## src/rtl/extend_pkg.sv

```systemverilog
// ---------------------------------------------------------------------------
// extend_pkg
// Shared types for the immediate-extension pipeline stage.
//   ext_mode_t  : how an I-bit immediate is widened to N bits
//   ext_state_t : occupancy of the output/skid register pair
// ---------------------------------------------------------------------------
package extend_pkg;

    typedef enum logic [1:0] {
        EXT_ZERO   = 2'b00,
        EXT_SIGN   = 2'b01,
        EXT_UPPER  = 2'b10,
        EXT_BRANCH = 2'b11
    } ext_mode_t;

    typedef enum logic [1:0] {
        EMPTY = 2'b00,
        ONE   = 2'b01,
        TWO   = 2'b10
    } ext_state_t;

endpackage : extend_pkg

```

## src/rtl/extend_core.sv

```systemverilog
// ---------------------------------------------------------------------------
// extend_core
// Purely combinational immediate widener.
// Ports:
//   a    in  I   raw immediate
//   mode in  2   ext_mode_t selecting zero / sign / upper / branch
//   y    out N   extended value
// ---------------------------------------------------------------------------
module extend_core
    import extend_pkg::*;
#(
    parameter int N = 32,
    parameter int I = 16
) (
    input  logic [I-1:0] a,
    input  ext_mode_t    mode,
    output logic [N-1:0] y
);

    logic [N-1:0] zext;
    logic [N-1:0] sext;
    logic [N-1:0] upper;
    logic [N-1:0] branch;

    assign zext   = {{(N-I){1'b0}}, a};
    assign sext   = {{(N-I){a[I-1]}}, a};
    assign upper  = {a, {(N-I){1'b0}}};
    // Two guard bits above the sign-extended immediate mean the shift
    // never pushes a significant bit out of the N-bit result.
    assign branch = {sext[N-3:0], 2'b00};

    always_comb begin
        y = zext;
        case (mode)
            EXT_ZERO:   y = zext;
            EXT_SIGN:   y = sext;
            EXT_UPPER:  y = upper;
            EXT_BRANCH: y = branch;
            default:    y = zext;
        endcase
    end

endmodule : extend_core

```

## src/rtl/extend_pipe.sv

```systemverilog
// ---------------------------------------------------------------------------
// extend_pipe
// Registered immediate-extension stage with valid/ready handshake and a
// two-entry (output + skid) buffer, so it runs at full throughput inside a
// stalling pipeline. The extension is computed on the input side, so stored
// results never depend on later input values. A tag rides along unchanged.
// Ports:
//   clk        in  1  clock, rising edge
//   reset      in  1  synchronous, active-high
//   in_valid   in  1  upstream offers an immediate
//   in_ready   out 1  stage accepts this cycle (decoded from state only)
//   in_imm     in  I  raw immediate
//   in_mode    in  2  ext_mode_t
//   in_tag     in  T  sideband tag
//   out_valid  out 1  out_data/out_tag valid
//   out_ready  in  1  downstream accepts this cycle
//   out_data   out N  extended value
//   out_tag    out T  tag of out_data
// ---------------------------------------------------------------------------
module extend_pipe
    import extend_pkg::*;
#(
    parameter int N = 32,
    parameter int I = 16,
    parameter int T = 5
) (
    input  logic         clk,
    input  logic         reset,
    input  logic         in_valid,
    output logic         in_ready,
    input  logic [I-1:0] in_imm,
    input  logic [1:0]   in_mode,
    input  logic [T-1:0] in_tag,
    output logic         out_valid,
    input  logic         out_ready,
    output logic [N-1:0] out_data,
    output logic [T-1:0] out_tag
);

    generate
        if (N < I + 2) begin : g_width_check
            $error("extend_pipe: N (%0d) must be at least I + 2 (%0d)", N, I + 2);
        end
        if (T < 1) begin : g_tag_check
            $error("extend_pipe: T (%0d) must be at least 1", T);
        end
    endgenerate

    ext_state_t   state_reg;
    ext_state_t   state_next;
    logic [N-1:0] out_data_reg;
    logic [T-1:0] out_tag_reg;
    logic [N-1:0] skid_data_reg;
    logic [T-1:0] skid_tag_reg;

    logic [N-1:0] ext_data;
    logic         acc;
    logic         drn;
    logic         load_out;
    logic         load_skid;
    logic         move_skid;

    extend_core #(
        .N (N),
        .I (I)
    ) u_core (
        .a    (in_imm),
        .mode (ext_mode_t'(in_mode)),
        .y    (ext_data)
    );

    // Both handshake flags come straight from the state register, which
    // keeps out_ready off any combinational path to in_ready.
    assign in_ready  = (state_reg != TWO);
    assign out_valid = (state_reg != EMPTY);
    assign out_data  = out_data_reg;
    assign out_tag   = out_tag_reg;

    assign acc = in_valid && in_ready;
    assign drn = out_valid && out_ready;

    always_comb begin
        state_next = state_reg;
        load_out   = 1'b0;
        load_skid  = 1'b0;
        move_skid  = 1'b0;
        case (state_reg)
            EMPTY: begin
                if (acc) begin
                    load_out   = 1'b1;
                    state_next = ONE;
                end
            end
            ONE: begin
                if (acc && !drn) begin
                    load_skid  = 1'b1;
                    state_next = TWO;
                end else if (acc && drn) begin
                    // New item replaces the one leaving on the same edge.
                    load_out   = 1'b1;
                end else if (drn) begin
                    state_next = EMPTY;
                end
            end
            TWO: begin
                if (drn) begin
                    move_skid  = 1'b1;
                    state_next = ONE;
                end
            end
            default: begin
                state_next = EMPTY;
            end
        endcase
    end

    always_ff @(posedge clk) begin
        if (reset) begin
            state_reg     <= EMPTY;
            out_data_reg  <= '0;
            out_tag_reg   <= '0;
            skid_data_reg <= '0;
            skid_tag_reg  <= '0;
        end else begin
            state_reg <= state_next;
            if (load_out) begin
                out_data_reg <= ext_data;
                out_tag_reg  <= in_tag;
            end else if (move_skid) begin
                out_data_reg <= skid_data_reg;
                out_tag_reg  <= skid_tag_reg;
            end
            if (load_skid) begin
                skid_data_reg <= ext_data;
                skid_tag_reg  <= in_tag;
            end
        end
    end

endmodule : extend_pipe
```

## config.mk

```make
export PLATFORM = sky130hd
export DESIGN_NAME = extend_pipe
export DESIGN_NICKNAME = d
export VERILOG_FILES = /design/src/rtl/extend_pkg.sv /design/src/rtl/extend_core.sv /design/src/rtl/extend_pipe.sv
export SDC_FILE = /design/constraint.sdc
export NUM_CORES = 1
export LEC_CHECK = 0
export ABC_AREA = 1
export BUFFER_PORTS_ARGS = -buffer_cell sky130_fd_sc_hd__clkbuf_2
export CAP_MARGIN = 20
export CORE_AREA = 2 2 88 90
export DETAILED_ROUTE_END_ITERATION = 10
export DIE_AREA = 0 0 90 92
export GPL_TIMING_DRIVEN = 0
export PLACE_DENSITY = 0.71
export SYNTH_ARGS = -nofsm -noshare
export SYNTH_HDL_FRONTEND = slang
export SYNTH_SLANG_ARGS = --single-unit
```

## constraint.sdc

```tcl
create_clock -name clk -period 1.64 [get_ports clk]
set_input_delay 0.41 -clock clk [delete_from_list [all_inputs] [get_ports clk]]
set_output_delay 0.41 -clock clk [all_outputs]
set_load 0.05 [all_outputs]
```

* Word-level counts from Yosys, hierarchy flattened
Index checks and enable logic that the tools add are counted.
** Storage, ports and cells
- Register bits after elaboration :: 76
- Latch bits :: 0
- Memory bits (writable) :: 0
- Bits in read-only memories :: 0
- Output and inout bits :: 39
- Logic and storage cells :: 44
- Memories :: 0
** Cells by class
- $add $sub $neg :: 0
- Multiply operators :: 0
- Div/mod/pow operators :: 0
- $lt $le $gt $ge :: 0
- Equal/unequal tests :: 10
- Shift-type cells :: 0
- Multiplexer cells :: 19
- Bitwise gates (word level) :: 0
- Reductions and logical operators :: 10
** Operators with widths (number)
- one-hot mux 32 bit (4 select lines) :: 1
- two-way mux 32 bit :: 2
- two-way mux 2 bit :: 5
- two-way mux 5 bit :: 2
- two-way mux 1 bit :: 7
- == test 2 bit, second input constant :: 3
- != test 2 bit, second input constant :: 3
- != test 3 bit, second input constant :: 2
- one-hot mux 2 bit (3 select lines) :: 1
- == test 2 x 1 -> 1 bit, second input constant :: 2
- logical AND 1 bit :: 4
- logical NOT 2 bit :: 2
- AND reduction 4 bit :: 1
- nonzero test 2 bit :: 2
- one-hot mux 1 bit (2 select lines) :: 1
- logical NOT 1 bit :: 1

* Depth between registers and ports, before layout
- Depth in word-level cells :: 7
- Gate-level depth with buffers :: 9
- Gate-level depth less buffers :: 7

* Cells and area by module
Synthesis repeated with hierarchy kept, for this count alone.
** Unflattened totals
- Cells, all modules :: 539
- Area total of the unflattened synthesis :: 3727.3 sq um
** By module, submodules not included
- extend_pipe :: instances 1, cells each 464, area an instance 3293.2 sq um, seq. area each 1521.5 sq um
- extend_core :: instances 1, cells each 75, area an instance 434.2 sq um, seq. area each 0.0 sq um

* Worst setup path before layout
No wires, ideal clock.
- Path kind :: input-to-reg
- Start point :: input port reset
- End point :: register skid_data_reg[16]
- Library setup time :: 64 ps
- Arrival time :: 1214 ps
- Required time :: 1576 ps
- Slack :: 361 ps
- Stages on the path :: 6
- Path buffers :: 3
- Cell sequence :: buf_2 -> inv_1 -> clkbuf_2 -> clkbuf_1 -> o21ai_0 -> nor2_1
** RTL lines
- start: declaration :: RTL line extend_pipe.sv:28 : input logic reset,
- end signal: assignment :: RTL line extend_pipe.sv:134 : skid_data_reg <= ext_data;
- end: declaration :: RTL line extend_pipe.sv:53 : logic [N-1:0] skid_data_reg;

* Final worst setup path
- Start point :: register state_reg[1]
- End point :: output port out_valid
** Between the ends
- Cells in the longest elaborated chain, start to end :: 1
** Ends and longest elaborated chain
- start: declaration :: RTL line extend_pipe.sv:49 : ext_state_t state_reg;
- start signal: assignment :: RTL line extend_pipe.sv:125 : state_reg <= state_next;
- nonzero test 2 bit :: RTL line extend_pipe.sv:75 : assign out_valid = (state_reg != EMPTY);
- end: declaration :: RTL line extend_pipe.sv:34 : output logic out_valid,
Every way passes these cells.

==> out/metrics.cfg <==
[yosys]
syn_inst=519
ys_types=27
yosys_register_bits=76
avgSynthCellArea_sq_um=6.88
synth.cell_area_sq_mm=0.00357
synth_nets=546
yosysWarnings=0
synth_top_cell_by_area=dfxtp_1
synth_top_area_share_pct=42.6
synthTopCellsByArea=dfxtp_1 (43%), o21ai_0 (13%), nand2_1 (9.8%)
ys_seq_area_share_pct=42.6

[setup_path]
reg2reg_depth=7
end_kind=primary output
cp.arrival_ns=1.16
r2r_setup_slack_ns=0.14
rr_startpoint=state_reg[0]
crit_start=state_reg[1]
r2r-end=out_data[10]
required_ns=1.23
endpoint=out_valid
worst-path-max-fanout=9
cp-start-kind=flip-flop
crit_type=reg2out

[timing]
relSlewSlack_pct=67.1
finalSetupViolCount=0
fin_crit_sh_pct=95.5
whs_ns=0.321
fmax_mhz=638
rsz0062_at_grt=no
final.setup.tns_ns=0
hold_viol_final=0
drv_slew=0
worst_pin_slew_ns=0.493
clock_skew_ns=0.00982
min_period_ns=1.57
worst_slack_ns=0.0733

[clock_network]
cts.sinks=76
cts-root-buf=clkbuf_8
cts_tree=done
htree_levels=3
clk_pin_slew_ns=0.08
insertion_delay_ns=0.35
cts_buffer_depth=2
cts_buffers=9
post-cts-setup-buffers=0

[global_route]
grtUsageTotal_pct=25.3
grt_antenna_before_repair=0
grt_pass1_wl_um=16600
gr-total-overflow=0
grt_pass1_vias=3382
grt_max_degree=12

[floorplan]
row_count=32
io_pins=66
initial_core_util_pct=47.9
die_h_um=92
dieWidth_um=90
dieArea_sq_mm=0.00828
core_sq_mm=0.00745

[placement]
hpwlAfterDp_um=7450
place_congestion=0.943
io_buffers=64
dp_slack_ns=-0.144

[route]
ant_nets=0
via_per_inst=5.18
top_layer=met4
routedWlPerCell_um=14.6
wl_met1_um=4620
drtPass1Iterations=5
drt-total-wl_um=10200
wl_met2_um=4720
wl_met3_um=648
post-route-drc-count=0
drtIter0Drc=335
vias=3624

[power]
switching_share_pct=32.6
power_frac_comb_pct=22.0
ir_drop_uv=613
internal_power_mw=2.83
power_per_cell_area_mw_per_mm2=1000
power_switching_mw=1.37
clkPwrFrac_pct=30.2
p_seq_share_pct=47.8
p_leak_nw=2.03

[status]
status=completed

[layout]
area_growth_pct=17.4
final_util_pct=56.3
drive_gt1_share_pct=19.6
antenna_cells=0
layout_common_cells=nand2_1 (93), o21ai_0 (89), nor2_1 (82), dfxtp_1 (76), clkbuf_2 (64)
final_common_cell=nand2_1
fin_nets=621

[run]
cap_violations=0

[worst_hold_path]
hold_path_class=in2reg

==> critical path: stages, from the launching register on <==
cell and delay (ns):
dfxtp_1 0.31, buf_4 0.16, inv_1 0.07, nand2_1 0.05
clkbuf_4 0.22
==> cells by family after synthesis <==
family,Yosys count,synth area share [%]
compound gates,142,20.0
flops,76,42.6
simple gates,216,25.5
buf+inv,85,11.9
==> worst min path at each step <==
stage	start	end	slack [ns]	cells after the start
2_1_floorplan	skid_tag_reg[0]	skid_tag_reg[0]	0.42	2
3_3_place_gp	skid_tag_reg[4]	skid_tag_reg[4]	0.43	2
3_5_place_dp	skid_tag_reg[4]	skid_tag_reg[4]	0.45	2
4_1_cts	in_tag[3]	skid_tag_reg[3]	0.32	3
5_1_grt	in_tag[3]	skid_tag_reg[3]	0.32	3
6_report	in_tag[3]	skid_tag_reg[3]	0.32	3
==> repair_timing <==
| action | in CTS | in global routing |
|---|---|---|
| setup endpoints to repair | 0 | 4 |
| hold buffers | 0 | 0 |
| hold endpoints to repair | 0 | 0 |
| resized for setup | 0 | 6 |
==> layer usage <==
metal / global-route usage, % / vias up
met5: 0 / -
met4: 10.4 / 0
met3: 3.45 / 24
met2: 41.7 / 139
met1: 33.5 / 1641
li1: - / 1820
==> power by group through the flow <==
stage	Clock, mW	Combinational (mW)	Sequential, mW
2_1_floorplan	0	0.412	2.30
3_3_place_gp	0	0.904	2.05
3_5_place_dp	0	0.912	2.05
4_1_cts	1.29	0.916	2.01
5_1_grt	1.36	1.01	2.02
6_report	1.27	0.924	2.01
==> final cells by class <==
| class | count | area [sq um] |
|---|---|---|
| clock inverter | 2 | 10.0 |
| inverter | 50 | 188 |
| timing repair buffer | 64 | 325 |
| buffer | 35 | 238 |
| tap | 102 | 128 |
| clock buffer | 13 | 159 |
| sequential | 76 | 1520 |
| fill | 743 | 3260 |
| multi-input combinational | 358 | 1620 |
==> metrics by stage <==
step | area, sq um | power, mW | cells
2_1_floorplan | 3570 | 2.71 | 519
6_report | 4190 | 4.20 | 700
4_1_cts | 4190 | 4.22 | 700
5_1_grt | 4190 | 4.39 | 700
3_5_place_dp | 4020 | 2.96 | 685
3_3_place_gp | 4020 | 2.95 | 685
==> synthesized netlist by cell type <==
cell      number
nand2_1       93
o21ai_0       91
nor2_1        82
dfxtp_1       76
a21oi_1       47
inv_1         45
nand3_1       25
buf_2         11
buf_6         10
clkbuf_1       7
buf_4          4
inv_2          4
nand4_1        3
o21ai_1        3
and2_1         2
clkbuf_2       2
nand2_2        2
nand2_4        2
nor2_2         2
a21boi_0       1
buf_1          1
clkinv_1       1
nand3_4        1
nand3b_1       1
nor2_4         1
or2_0          1
or2_2          1
No activity file was read; power rests on OpenSTA's default activity.
